`src/rtl/dsp_mem_stage_pkg.sv`:
```
// Shared DSP memory-stage definitions: memory-mode encodings, mode width
// and the default address/data widths.
package dsp_mem_stage_pkg;

    localparam int MODE_W     = 3;
    localparam int DEF_ADDR_W = 8;
    localparam int DEF_DATA_W = 16;

    typedef enum logic [MODE_W-1:0] {
        MEM_NONE   = 3'd0,
        MEM_LD     = 3'd1,
        MEM_ST     = 3'd2,
        MEM_LD_IMM = 3'd3
    } mem_mode_e;

    // Encodings 4-7 are reserved; they behave as MEM_NONE but get flagged.
    function automatic logic is_illegal(input logic [MODE_W-1:0] mode);
        return mode[MODE_W-1];
    endfunction

endpackage

```
`src/rtl/dsp_mem_bank_decode.sv`:
```
// Address-to-bank decode: splits addresses into bank select and local address
// and generates the one-hot per-bank read/write strobes.
module dsp_mem_bank_decode
    import dsp_mem_stage_pkg::*;
#(
    parameter int ADDR_W = DEF_ADDR_W,
    parameter int NBANKS = 2,
    localparam int SEL_W = $clog2(NBANKS),
    localparam int LOC_W = ADDR_W - SEL_W
) (
    input  logic                    issue,
    input  logic [MODE_W-1:0]       mode,
    input  logic [ADDR_W-1:0]       read_addr,
    input  logic [ADDR_W-1:0]       write_addr,
    output logic [SEL_W-1:0]        read_sel,
    output logic [NBANKS*LOC_W-1:0] bank_addr,
    output logic [NBANKS-1:0]       bank_rd_en,
    output logic [NBANKS-1:0]       bank_wr_en
);

    logic [SEL_W-1:0] write_sel;

    assign read_sel  = read_addr[ADDR_W-1 -: SEL_W];
    assign write_sel = write_addr[ADDR_W-1 -: SEL_W];

    always_comb begin
        // NOTE: every output gets a default first so no path infers a latch.
        bank_addr  = '0;
        bank_rd_en = '0;
        bank_wr_en = '0;
        if (issue) begin
            case (mode)
                MEM_LD: begin
                    bank_rd_en[read_sel]                 = 1'b1;
                    bank_addr[read_sel*LOC_W +: LOC_W]   = read_addr[LOC_W-1:0];
                end
                MEM_ST: begin
                    bank_wr_en[write_sel]                = 1'b1;
                    bank_addr[write_sel*LOC_W +: LOC_W]  = write_addr[LOC_W-1:0];
                end
                default: ;
            endcase
        end
    end

endmodule

```
`src/rtl/dsp_mem_stage.sv`:
```
// DSP receiver memory stage: issues bank accesses and returns the write-back
// word one cycle later. Optional counters enabled by `define DSP_MEM_PERF_EN.
module dsp_mem_stage
    import dsp_mem_stage_pkg::*;
#(
    parameter int ADDR_W = DEF_ADDR_W,
    parameter int DATA_W = DEF_DATA_W,
    parameter int NBANKS = 2,
    localparam int SEL_W = $clog2(NBANKS),
    localparam int LOC_W = ADDR_W - SEL_W
) (
    input  logic                     clk,
    input  logic                     rst,
    input  logic                     in_valid,
    output logic                     in_ready,
    input  logic [MODE_W-1:0]        mem_mode,
    input  logic [ADDR_W-1:0]        read_addr,
    input  logic [ADDR_W-1:0]        write_addr,
    input  logic [DATA_W-1:0]        alu_result,
    output logic [NBANKS*LOC_W-1:0]  bank_addr,
    output logic [NBANKS-1:0]        bank_rd_en,
    output logic [NBANKS-1:0]        bank_wr_en,
    output logic [DATA_W-1:0]        bank_wdata,
    input  logic [NBANKS*DATA_W-1:0] bank_rdata,
    output logic                     wb_valid,
    input  logic                     wb_ready,
    output logic [DATA_W-1:0]        write_back,
`ifdef DSP_MEM_PERF_EN
    output logic [15:0]              perf_loads,
    output logic [15:0]              perf_stores,
    output logic [15:0]              perf_stalls,
`endif
    output logic                     illegal_mode
);

    logic              accept;
    logic [SEL_W-1:0]  read_sel;
    logic              s2_valid;
    logic              s2_load;
    logic              s2_first;
    logic [SEL_W-1:0]  s2_sel;
    logic [DATA_W-1:0] s2_alu;
    logic [DATA_W-1:0] hold;
    logic [DATA_W-1:0] rdata_sel;

    assign in_ready   = !s2_valid || wb_ready;
    assign accept     = in_valid && in_ready;
    assign bank_wdata = alu_result;

    dsp_mem_bank_decode #(
        .ADDR_W (ADDR_W),
        .NBANKS (NBANKS)
    ) u_decode (
        .issue      (accept && !rst),
        .mode       (mem_mode),
        .read_addr  (read_addr),
        .write_addr (write_addr),
        .read_sel   (read_sel),
        .bank_addr  (bank_addr),
        .bank_rd_en (bank_rd_en),
        .bank_wr_en (bank_wr_en)
    );

    assign rdata_sel = bank_rdata[s2_sel*DATA_W +: DATA_W];

    // Bank data is only valid for one cycle, so stalled loads read the hold copy.
    assign wb_valid   = s2_valid;
    assign write_back = !s2_valid ? '0 :
                        !s2_load  ? s2_alu :
                        s2_first  ? rdata_sel : hold;

    always_ff @(posedge clk or posedge rst) begin
        if (rst) begin
            s2_valid     <= 1'b0;
            s2_load      <= 1'b0;
            s2_first     <= 1'b0;
            s2_sel       <= '0;
            s2_alu       <= '0;
            hold         <= '0;
            illegal_mode <= 1'b0;
        end else begin
            // NOTE: non-blocking assignments so every register samples pre-edge values.
            if (accept) begin
                s2_valid <= 1'b1;
                s2_load  <= (mem_mode == MEM_LD);
                s2_first <= 1'b1;
                s2_sel   <= read_sel;
                s2_alu   <= alu_result;
            end else if (s2_valid) begin
                if (wb_ready) begin
                    s2_valid <= 1'b0;
                end else begin
                    s2_first <= 1'b0;
                    if (s2_first && s2_load)
                        hold <= rdata_sel;
                end
            end
            if (accept && is_illegal(mem_mode))
                illegal_mode <= 1'b1;
        end
    end

`ifdef DSP_MEM_PERF_EN
    always_ff @(posedge clk or posedge rst) begin
        if (rst) begin
            perf_loads  <= '0;
            perf_stores <= '0;
            perf_stalls <= '0;
        end else begin
            if (accept && mem_mode == MEM_LD && perf_loads != 16'hFFFF)
                perf_loads <= perf_loads + 16'd1;
            if (accept && mem_mode == MEM_ST && perf_stores != 16'hFFFF)
                perf_stores <= perf_stores + 16'd1;
            if (s2_valid && !wb_ready && perf_stalls != 16'hFFFF)
                perf_stalls <= perf_stalls + 16'd1;
        end
    end
`endif

endmodule
```
`config.mk`:
```
export PLATFORM = sky130hd
export DESIGN_NAME = dsp_mem_stage
export DESIGN_NICKNAME = d
export VERILOG_FILES = /design/src/rtl/dsp_mem_stage_pkg.sv /design/src/rtl/dsp_mem_bank_decode.sv /design/src/rtl/dsp_mem_stage.sv
export SDC_FILE = /design/constraint.sdc
export NUM_CORES = 1
export LEC_CHECK = 0
export ABC_CLOCK_PERIOD_IN_PS = 4540
export BUFFER_PORTS_ARGS = -buffer_cell sky130_fd_sc_hd__buf_2
export CORE_MARGIN = 10
export CORE_UTILIZATION = 35
export CTS_BUF_LIST = sky130_fd_sc_hd__clkbuf_8 sky130_fd_sc_hd__clkbuf_16
export CTS_CLUSTER_SIZE = 24
export DETAILED_ROUTE_END_ITERATION = 12
export MAX_ROUTING_LAYER = met4
export PLACE_DENSITY = 0.66
export SETUP_SLACK_MARGIN = 0.15
export SLEW_MARGIN = 20
export SYNTH_ARGS = -nofsm -noshare
export SYNTH_HDL_FRONTEND = slang
export SYNTH_HIERARCHICAL = 1
export SYNTH_SLANG_ARGS = --single-unit
export TNS_END_PERCENT = 5
```
`constraint.sdc`:
```
create_clock -name clk -period 4.54 [get_ports clk]
set_input_delay 0 -clock clk [delete_from_list [all_inputs] [get_ports clk]]
set_output_delay 0 -clock clk [all_outputs]
set_load 0.005 [all_outputs]
```
==> impl_table.tex, run 1 <==
\begin{tabular}{lr}
\hline
Metric & Value \\
\hline
\multicolumn{2}{l}{\textbf{STA}} \\
Highest achievable clock rate & 382 MHz \\
Accumulated negative setup slack & 0 ps \\
Final setup violation count & 0 \\
Worst slew slack as a fraction of its limit & 33.6\% \\
Clock period minus final worst setup slack & 2620 ps \\
Number of slew-limit violations in the final report & 0 \\
Worst Tran Pin Value & 997 ps \\
Final hold violation count & 0 \\
Setup repair after global routing missed its margin & no \\
Clock Skews & 3.99 ps \\
Final worst-path cycle share & 57.7\% \\
\multicolumn{2}{l}{\textbf{Synthesis}} \\
Dominant cell type by area after synthesis & dfrtp\_1 \\
Post-synthesis cell type count & 29 \\
Biggest area contributors in the synthesized netlist & dfrtp\_1 (42\%), mux2\_2 (9.2\%), mux2i\_1 (7.3\%) \\
Cells after Synth & 210 \\
Yosys reg bits & 37 \\
Sequential cell area fraction in the yosys report & 42.1\% \\
Fraction of registers with async set or reset after synthesis & 100\% \\
Post-Syn Area per Cell & 10.5 um2 \\
Top-area cell type share of the netlist area & 42.1\% \\
Post-synthesis net count & 281 \\
Number of enable-type register cells in the synthesized netlist & 0 \\
Netlist area before placement & 2200 um2 \\
Most frequently used flop master after synthesis & dfrtp\_1 \\
Synth warn & 6 \\
\multicolumn{2}{l}{\textbf{Routing}} \\
Via density & 5.16 \\
DRC & 0 \\
Routed met3 length & 530 um \\
Final WL & 6.85 mm \\
Length of the first detailed-routing pass in iterations & 4 \\
Final routed wire length divided by cell count & 16.9 um \\
Via count & 2089 \\
ANT nets after route & 0 \\
Total met2 wirelength after detailed routing & 3.39 mm \\
Wire length on met1 & 2.93 mm \\
Top routing layer in use & met4 \\
Starting DRT DRC Count & 61 \\
\multicolumn{2}{l}{\textbf{Placed design}} \\
Global placer's final weighted congestion & 0.741 \\
Detail Placement HPWL & 5.27 mm \\
I/O Buffers & 123 \\
Total cell area at the placement stage & 2720 um2 \\
\multicolumn{2}{l}{\textbf{Die}} \\
Num ports & 124 \\
Placeable core region & 5990 um2 \\
Placement row count & 28 \\
Die X & 99.2 um \\
Total die area & 9850 um2 \\
Starting utilization of the core area & 36.7\% \\
Die Y-Extent & 99.2 um \\
\multicolumn{2}{l}{\textbf{Global route}} \\
Maximum number of pins on one net before global-route repair & 33 \\
Total global routing track utilization & 13.9\% \\
Total gr overflow & 0 \\
Vias in the first global route & 2262 \\
First-pass GRT wire length & 11.0 mm \\
Number of antenna violations at the first check in global routing & 0 \\
\multicolumn{2}{l}{\textbf{Worst setup path}} \\
Crit-path cells & nand2b\_2 > nand2\_4 > nor2\_1 > nand2\_1 > nor4b\_4 > a22o\_1 > buf\_2 \\
Category of cells accounting for the largest share of critical-path delay & simple AND/OR/NAND/NOR gates \\
Worst path max stage delay & 670 ps \\
Worst Setup End Kind & primary output \\
Crit path max-delay cell type & dfrtp\_1 \\
Startpoint types & register \\
Data arrival time of the worst path & 2620 ps \\
Buffers plus inverters on the worst setup path & 1 \\
CP max FO & 25 \\
Type of the worst setup path & reg2out \\
Req. time, crit path & 4540 ps \\
\multicolumn{2}{l}{\textbf{Layout}} \\
Register area & 926 um2 \\
Post-layout net count & 401 \\
Share of cells above drive strength 1 & 49.4\% \\
Layout fillers & 609 \\
Final design instance area without fill & 3000 um2 \\
Area taken by multi-input logic gates & 1060 um2 \\
Layout Area Growth over Synthesis & 36.4\% \\
Antenna cell count & 0 \\
\multicolumn{2}{l}{\textbf{Power and ir drop}} \\
Areal power density over the cells & 310 nW/um2 \\
Overall Power & 928 uW \\
Peak supply drop & 0.126 mV \\
Cell leakage power & 0.00152 uW \\
\multicolumn{2}{l}{\textbf{Hold path}} \\
Tightest Hold Check Type & in2reg \\
\multicolumn{2}{l}{\textbf{CTS}} \\
TritonCTS clock tree & done \\
Clock buffer count from CTS & 5 \\
TritonCTS Sinks & 37 \\
Max clock buf depth & 2 \\
CTS root buffer & clkbuf\_8 \\
H-tree depth & 2 \\
Clock latency of the later-clocked register in the worst-skew pair & 280 ps \\
Clock slew seen by the registers of the worst setup and hold paths & 70 ps \\
\multicolumn{2}{l}{\textbf{Run status}} \\
Result of the run & finished, final reports clean \\
\multicolumn{2}{l}{\textbf{Run}} \\
Count of maximum capacitance violations & 0 \\
\hline
\end{tabular}
[power breakdown]
group | total, uW | internal (uW) | switching [uW]
Sequential | 468 | 408 | 60.1
Combinational | 236 | 127 | 108
Clock | 225 | 118 | 107
[layout make-up]
class	instances	area share, %
clock inverter	1	0.125
sequential	37	30.9
timing repair buffer	143	27.3
inverter	2	0.251
tap	75	3.13
multi-input combinational	141	35.5
clock buffer	6	2.76
[flip-flops by register name, summed over array words and instances, names as in the netlist]
name          cells
s2_first          1
s2_sel            1
s2_alu           16
illegal_mode      1
hold             16
s2_load           1
wb_valid          1
[worst reg2reg max path, cell delays in order, from the launching register on]
cell	delay, ps
dfrtp_1	860
nand4b_1	550
buf_8	340
o21ai_0	180
[cell usage after synthesis, drive strengths merged, types with 3 or more instances]
library cell   n
clkbuf         5
nand2         28
buf           25
a32oi          6
mux2          18
mux2i         16
nor2b          3
a22o          14
nand3         11
o221ai        10
dfrtp         37
o21ai         22
[layout by cell type, fill, tap and decap left out]
cell             n
a22o_1           8
a22o_2           6
a31o_2           1
a32oi_1          6
buf_2          123
buf_4            1
buf_8            1
clkbuf_8         6
dfrtp_1         37
dlygate4sd3_1   18
inv_1            3
mux2_2          18
mux2i_1         16
nand2_1         27
nand2_4          1
nand2b_1         1
nand2b_2         1
nand3_1         11
nand3b_2         1
nand4b_1         1
nor2_1           1
nor2b_1          3
nor3_2           2
nor3b_1          2
nor4_4           1
nor4b_4          1
o21a_1           1
o21ai_0         22
o221ai_1        10
[metrics by stage]
step                      hold WS (ps)  worst slack (ps)  instances  util (%)
after detailed placement           147              2080        379      45.3
after global routing              7.99              1730        405      50.0
after CTS                         7.26              1880        404      49.8
after floorplan                   37.6              2830        210         -
final                             11.2              1920        405      50.0
after global placement             135              2200        379      45.3
[cells by family (layout without fill, tap and decap cells)]
group                  after synthesis  after routing  share of synthesized area (%)
AOI/OAI and AO/OA                   54             54                           18.1
and+or+nand+nor                     53             53                           13.9
DFF                                 37             37                           42.1
muxes                               34             34                           16.5
buffers and inverters               32            152                           9.40
[final timing paths]
check / slack (ps) / cells past startpoint / startpoint / end
worst max-delay path: 1920 / 7 / wb_valid$_DFF_PP0_ / bank_addr[12]
worst min register to register: 480 / 1 / illegal_mode$_DFFE_PP0P_ / illegal_mode$_DFFE_PP0P_
max in group asynchronous: 3450 / 4 / rst / hold[6]$_DFFE_PP0P_
worst min-delay path: 10 / 2 / read_addr[7] / s2_sel$_DFFE_PP0P_
worst max register to register: 2530 / 3 / wb_valid$_DFF_PP0_ / hold[0]$_DFFE_PP0P_
min in group asynchronous: 370 / 3 / rst / hold[15]$_DFFE_PP0P_
[layer usage]
layer	up-vias	global-route usage, %
li1	999	-
met1	992	16.3
met2	94	22.9
met3	4	4.98
met4	0	1.98
met5	-	-
[what timing repair did]
action / CTS / global route
buffers inserted: 0 / 0
gates resized for setup: 0 / 0
endpoints found under the hold margin: 35 / 0
hold buffers: 18 / 0
Note: power is estimated with default switching activity, not from simulation.
==> run 2: changes to the inputs <==
ABC_CLOCK_PERIOD_IN_PS = 2200   (was 4540)
PLACE_DENSITY = 0.68   (was 0.66)
clock period = 2.2 ns   (was 4.54 ns; I/O delays follow)
==> impl_table.tex, run 2 (synthesis results as in run 1) <==
\begin{tabular}{lr}
\hline
Metric & Value \\
\hline
\multicolumn{2}{l}{\textbf{Layout}} \\
Antenna cell count & 0 (unchanged) \\
Top flop regs & hold x16, s2\_alu x16 \\
Register area & 926 um2 (unchanged) \\
Area taken by multi-input logic gates & 1060 um2 (unchanged) \\
Layout Area Growth over Synthesis & 38.9\% \\
Layout fillers & 557 (-8.5\%) \\
Most frequent standard cell in the layout excluding fill and tap cells & buf\_2 \\
Leading cell types in the layout, fill and taps excluded & buf\_2 (123), dfrtp\_1 (37), nand2\_1 (27), o21ai\_0 (22), dlygate4sd3\_1 (19) \\
Post-Layout Cell Count & 414 (+2.2\%) \\
Post-layout net count & 409 (+2.0\%) \\
Share of cells above drive strength 1 & 50.7\% (+1.3 points) \\
\multicolumn{2}{l}{\textbf{Global route}} \\
First-pass GRT wire length & 11.6 mm (+5.4\%) \\
Total global routing track utilization & 14.6\% (+0.73 points) \\
Total gr overflow & 0 (unchanged) \\
Number of antenna violations at the first check in global routing & 0 (unchanged) \\
Vias in the first global route & 2392 (+5.7\%) \\
Maximum number of pins on one net before global-route repair & 38 (+15\%) \\
\multicolumn{2}{l}{\textbf{Worst setup path}} \\
Startpoint types & register \\
Crit-path cells & buf\_4 > nand3\_1 > buf\_4 > o221ai\_1 > buf\_2 \\
CP max FO & 24 (-4.0\%) \\
Worst path max stage delay & 370 ps (-300 ps) \\
Req. time, crit path & 2200 ps (-2340 ps) \\
Crit path max-delay cell type & dfrtp\_1 \\
Worst Setup End Kind & primary output \\
Most common cell type on the critical path & buf\_4 \\
Type of the worst setup path & reg2out \\
Data arrival time of the worst path & 1960 ps (-660 ps) \\
\multicolumn{2}{l}{\textbf{Die}} \\
Die Y-Extent & 99.2 um (unchanged) \\
Placeable core region & 5990 um2 (unchanged) \\
Total die area & 9850 um2 (unchanged) \\
Die X & 99.2 um (unchanged) \\
Starting utilization of the core area & 36.7\% (unchanged) \\
Placement row count & 28 (unchanged) \\
Num ports & 124 (unchanged) \\
\multicolumn{2}{l}{\textbf{Run}} \\
Count of maximum capacitance violations & 0 (unchanged) \\
\multicolumn{2}{l}{\textbf{Routing}} \\
Total met2 wirelength after detailed routing & 3.56 mm (+5.1\%) \\
ANT nets after route & 0 (unchanged) \\
Top routing layer in use & met4 \\
Wire length on met1 & 3.03 mm (+3.6\%) \\
Via density & 5.14 (-0.39\%) \\
Final routed wire length divided by cell count & 17.3 um (+2.0\%) \\
Final WL & 7.14 mm (+4.2\%) \\
DRC & 0 (unchanged) \\
Via count & 2127 (+1.8\%) \\
Routed met3 length & 469 um (-12\%) \\
Length of the first detailed-routing pass in iterations & 5 (+1) \\
Starting DRT DRC Count & 125 (+100\%) \\
\multicolumn{2}{l}{\textbf{Power and ir drop}} \\
Peak supply drop & 0.298 mV (+140\%) \\
Areal power density over the cells & 634 nW/um2 (+100\%) \\
Cell leakage power & 0.00155 uW (+2.0\%) \\
\multicolumn{2}{l}{\textbf{CTS}} \\
H-tree depth & 2 (unchanged) \\
TritonCTS Sinks & 37 (unchanged) \\
TritonCTS clock tree & done \\
Clock latency of the later-clocked register in the worst-skew pair & 290 ps (about the same) \\
Clock slew seen by the registers of the worst setup and hold paths & 70 ps (about the same) \\
Max clock buf depth & 2 (unchanged) \\
CTS root buffer & clkbuf\_8 \\
Post-CTS resize count & 0 (unchanged) \\
Clock buffer count from CTS & 5 (unchanged) \\
\multicolumn{2}{l}{\textbf{Placed design}} \\
Worst slack at placement & 495 ps (-1590 ps) \\
Global placer's final weighted congestion & 0.733 (-1.1\%) \\
Number of placed instances with taps included & 386 (+1.8\%) \\
Detail Placement HPWL & 5.35 mm (+1.7\%) \\
I/O Buffers & 123 (unchanged) \\
\multicolumn{2}{l}{\textbf{STA}} \\
Worst slew slack as a fraction of its limit & 64.8\% (+31 points) \\
Number of slew-limit violations in the final report & 0 (unchanged) \\
Worst hold margin & 27.7 ps (+16.4 ps) \\
Final worst-path cycle share & 89.0\% \\
Worst Tran Pin Value & 526 ps (-470 ps) \\
Accumulated negative setup slack & 0 ps (unchanged) \\
Setup repair after global routing missed its margin & yes \\
Clock Skews & 3.18 ps (-0.808 ps) \\
Clock period minus final worst setup slack & 1960 ps \\
Final setup violation count & 0 (unchanged) \\
Final setup margin & 243 ps (-1680 ps) \\
Highest achievable clock rate & 511 MHz \\
Final hold violation count & 0 (unchanged) \\
\multicolumn{2}{l}{\textbf{Hold path}} \\
Tightest Hold Check Type & in2reg \\
\multicolumn{2}{l}{\textbf{Run status}} \\
Result of the run & finished, final reports clean \\
\hline
\end{tabular}
run 2: through the flow:
| stage | util, % | cell area [um2] | power (uW) |
|---|---|---|---|
| 3_5_place_dp | 46.2 | 2770 | 1460 |
| 4_1_cts | 50.8 | 3040 | 1960 |
| 6_report | 50.9 | 3050 | 1930 |
| 5_1_grt | 50.9 | 3050 | 2080 |
| 3_3_place_gp | 46.2 | 2770 | 1440 |
| 2_1_floorplan | - | 2200 | 1250 |
run 2: timing repair:
action / CTS / global route
hold endpoints to repair: 56 / 0
hold buffers: 19 / 0
setup buffers: 0 / 1
setup endpoints to repair: 0 / 8
run 2: worst paths after layout:
| check | end | start | slack [ps] | cells past startpoint |
|---|---|---|---|---|
| worst max register to register | s2_alu[10]$_DFFE_PP0P_ | wb_valid$_DFF_PP0_ | 880 | 4 |
| min in group asynchronous | hold[14]$_DFFE_PP0P_ | rst | 370 | 4 |
| worst min-delay path | hold[1]$_DFFE_PP0P_ | bank_rdata[1] | 30 | 3 |
| worst max-delay path | write_back[14] | wb_valid$_DFF_PP0_ | 240 | 5 |
| worst min register to register | illegal_mode$_DFFE_PP0P_ | illegal_mode$_DFFE_PP0P_ | 470 | 1 |
| max in group asynchronous | s2_alu[1]$_DFFE_PP0P_ | rst | 1510 | 4 |
run 2: final cells by class:
cell class | instances | area share, %
Clock inverter | 3 | 0.574
Inverter | 2 | 0.246
Sequential cell | 37 | 30.3
Timing Repair Buffer | 151 | 28.6
Multi-Input combinational cell | 141 | 34.9
Tap cell | 75 | 3.08
Clock buffer | 5 | 2.26
run 2: worst max-delay path, delay by kind of cell, from the launching register on:
kind | cells | cell delay, ps
AOI/OAI and AO/OA | 1 | 210
buffers and inverters | 3 | 750
DFF | 1 | 370
and+or+nand+nor | 1 | 340
run 2: routing by layer:
metal	global-route usage, %	vias to the layer above
li1	-	1020
met1	17.2	1006
met2	24.3	95
met3	3.46	6
met4	4.30	0
met5	-	-
run 2: power by group:
group          switching, uW  total [uW]  internal [uW]  leakage, uW
logic                    265         537            273      0.00105
registers               89.3         930            841     0.000449
clock network            248         467            219    0.0000439
==> run 3: changes to the inputs <==
ABC_CLOCK_PERIOD_IN_PS = 1900   (was 2200)
PLACE_DENSITY = 0.66   (was 0.68)
clock period = 1.9 ns   (was 2.2 ns; I/O delays follow)
==> impl_table.tex, run 3 (synthesis results as in run 1) <==
\begin{tabular}{lr}
\hline
Metric & Value \\
\hline
\multicolumn{2}{l}{\textbf{Global route}} \\
Number of antenna violations at the first check in global routing & 0 (unchanged) \\
Vias in the first global route & 2333 (-2.5\%) \\
Total global routing track utilization & 13.8\% (-0.88 points) \\
Total gr overflow & 0 (unchanged) \\
Maximum number of pins on one net before global-route repair & 25 (-34\%) \\
First-pass GRT wire length & 11.2 mm (-4.2\%) \\
\multicolumn{2}{l}{\textbf{Placed design}} \\
Detail Placement HPWL & 5.15 mm (-3.7\%) \\
Worst slack at placement & 217 ps (-278 ps) \\
I/O Buffers & 123 (unchanged) \\
Global placer's final weighted congestion & 0.712 (-2.9\%) \\
\multicolumn{2}{l}{\textbf{CTS}} \\
H-tree depth & 2 (unchanged) \\
Max clock buf depth & 2 (unchanged) \\
Clock buffer count from CTS & 5 (unchanged) \\
CTS root buffer & clkbuf\_8 \\
Clock slew seen by the registers of the worst setup and hold paths & 70 ps (about the same) \\
Clock latency of the later-clocked register in the worst-skew pair & 290 ps (about the same) \\
TritonCTS clock tree & done \\
TritonCTS Sinks & 37 (unchanged) \\
\multicolumn{2}{l}{\textbf{Run}} \\
Count of maximum capacitance violations & 0 (unchanged) \\
\multicolumn{2}{l}{\textbf{STA}} \\
Setup repair after global routing missed its margin & yes \\
Clock Skews & 5.37 ps (+2.19 ps) \\
Final setup margin & 150 ps (-92.6 ps) \\
Accumulated negative setup slack & 0 ps (unchanged) \\
Final setup violation count & 0 (unchanged) \\
Number of slew-limit violations in the final report & 0 (unchanged) \\
Worst hold margin & 17.8 ps (-9.83 ps) \\
Final worst-path cycle share & 92.1\% \\
Worst Tran Pin Value & 641 ps (+115 ps) \\
Final hold violation count & 0 (unchanged) \\
Worst slew slack as a fraction of its limit & 57.2\% (-7.6 points) \\
Clock period minus final worst setup slack & 1750 ps \\
Highest achievable clock rate & 572 MHz \\
\multicolumn{2}{l}{\textbf{Layout}} \\
Top flop regs & hold x16, s2\_alu x16 \\
Antenna cell count & 0 (unchanged) \\
Leading cell types in the layout, fill and taps excluded & buf\_2 (123), dfrtp\_1 (37), nand2\_1 (26), o21ai\_0 (22) \\
Layout fillers & 558 (+0.18\%) \\
Share of cells above drive strength 1 & 53.2\% (+2.5 points) \\
Post-layout net count & 412 (+0.73\%) \\
Layout Area Growth over Synthesis & 43.2\% \\
Most frequent standard cell in the layout excluding fill and tap cells & buf\_2 \\
\multicolumn{2}{l}{\textbf{Die}} \\
Placeable core region & 5990 um2 (unchanged) \\
Placement row count & 28 (unchanged) \\
Num ports & 124 (unchanged) \\
Total die area & 9850 um2 (unchanged) \\
Die X & 99.2 um (unchanged) \\
Starting utilization of the core area & 36.7\% (unchanged) \\
Die Y-Extent & 99.2 um (unchanged) \\
\multicolumn{2}{l}{\textbf{Run status}} \\
Result of the run & finished, final reports clean \\
\multicolumn{2}{l}{\textbf{Power and ir drop}} \\
Peak supply drop & 0.471 mV (+58\%) \\
Cell leakage power & 0.00159 uW (+3.1\%) \\
Areal power density over the cells & 733 nW/um2 (+16\%) \\
\multicolumn{2}{l}{\textbf{Worst setup path}} \\
Buffers plus inverters on the worst setup path & 1 (-2) \\
Type of the worst setup path & reg2out \\
Startpoint types & register \\
Crit-path cells & nand2b\_4 > nand2\_4 > nor2\_4 > nand2\_2 > nor4\_4 > a22o\_2 > buf\_2 \\
Crit path max-delay cell type & dfrtp\_1 \\
Data arrival time of the worst path & 1750 ps (-210 ps) \\
Worst Setup End Kind & primary output \\
Register-to-register path setup slack & 540 ps (-340 ps) \\
CP max FO & 8 (-67\%) \\
Category of cells accounting for the largest share of critical-path delay & simple AND/OR/NAND/NOR gates \\
Worst path max stage delay & 420 ps (+50 ps) \\
Req. time, crit path & 1900 ps (-300 ps) \\
\multicolumn{2}{l}{\textbf{Routing}} \\
DRC & 0 (unchanged) \\
Final routed wire length divided by cell count & 16.3 um (-5.6\%) \\
Via count & 2116 (-0.52\%) \\
Length of the first detailed-routing pass in iterations & 4 (-1) \\
Via density & 5.07 (-1.2\%) \\
Final WL & 6.79 mm (-4.9\%) \\
Starting DRT DRC Count & 54 (-57\%) \\
ANT nets after route & 0 (unchanged) \\
\multicolumn{2}{l}{\textbf{Hold path}} \\
Tightest Hold Check Type & in2reg \\
\hline
\end{tabular}
run 3: changes by cell type in the layout (fill, tap and decap cells not counted), moves of 2 or more:
| cell | before | now |
|---|---|---|
| nor2b_1 | 3 | 1 |
| nor3_2 | 2 | 0 |
| nor2b_2 | 0 | 2 |
| clkbuf_8 | 5 | 7 |
| nor3_4 | 0 | 2 |
| buf_4 | 9 | 11 |
run 3: metrics by stage:
stage                     instances  instance area, um2  total power, uW  utilization [%]
after detailed placement        388                2800             1690             46.7
after CTS                       416                3120             2330             52.0
after global placement          388                2800             1670             46.7
final                           417                3150             2310             52.5
after floorplan                 210                2200             1450                -
after global routing            417                3150             2480             52.5
run 3: worst paths after layout:
check / to / start / depth (start not counted)
max in group asynchronous: s2_load$_DFFE_PP0P_ / rst / 4
setup reg to reg: hold[4]$_DFFE_PP0P_ / wb_valid$_DFF_PP0_ / 5
hold reg to reg: illegal_mode$_DFFE_PP0P_ / illegal_mode$_DFFE_PP0P_ / 1
hold / removal: illegal_mode$_DFFE_PP0P_ / in_valid / 2
setup / recovery: bank_addr[2] / wb_valid$_DFF_PP0_ / 7
min in group asynchronous: s2_alu[3]$_DFFE_PP0P_ / rst / 3
run 3: cell type report:
class	count	area (um2)	share of cell area, %
clock buffers	7	96.3	3.06
multi-input cells	141	1110	35.2
flip-flops and latches	37	926	29.4
inverters	2	7.51	0.239
repair buffers	154	910	28.9
well taps	75	93.8	2.98
clock inverters	1	5.00	0.159
run 3: per-layer routing:
layer	vias up	GRT usage (%)	share of wire, %
met5	-	-	0
met4	0	3.31	0.90
met3	7	4.64	7.5
met2	86	21.7	47
met1	1000	16.5	45
li1	1023	-	-
run 3: worst register-to-register path, cell delays in order, from the launching register on:
cell	delay [ps]
dfrtp_1	410
buf_6	240
nand4b_1	170
buf_4	240
nand2_1	100
o21ai_0	80
run 3: report_power, final:
group	total [uW]	switching (uW)	leakage (uW)	internal, uW
registers	1070	94.8	0.000449	974
clock network	600	272	0.0000542	328
logic	638	309	0.00109	328
run 3: what timing repair did:
action,CTS,global route
gates resized for setup,6,5
endpoints found under the setup margin,33,32
setup buffers,2,1
hold endpoints to repair,33,0
hold buffers,18,0
pin swaps,1,1
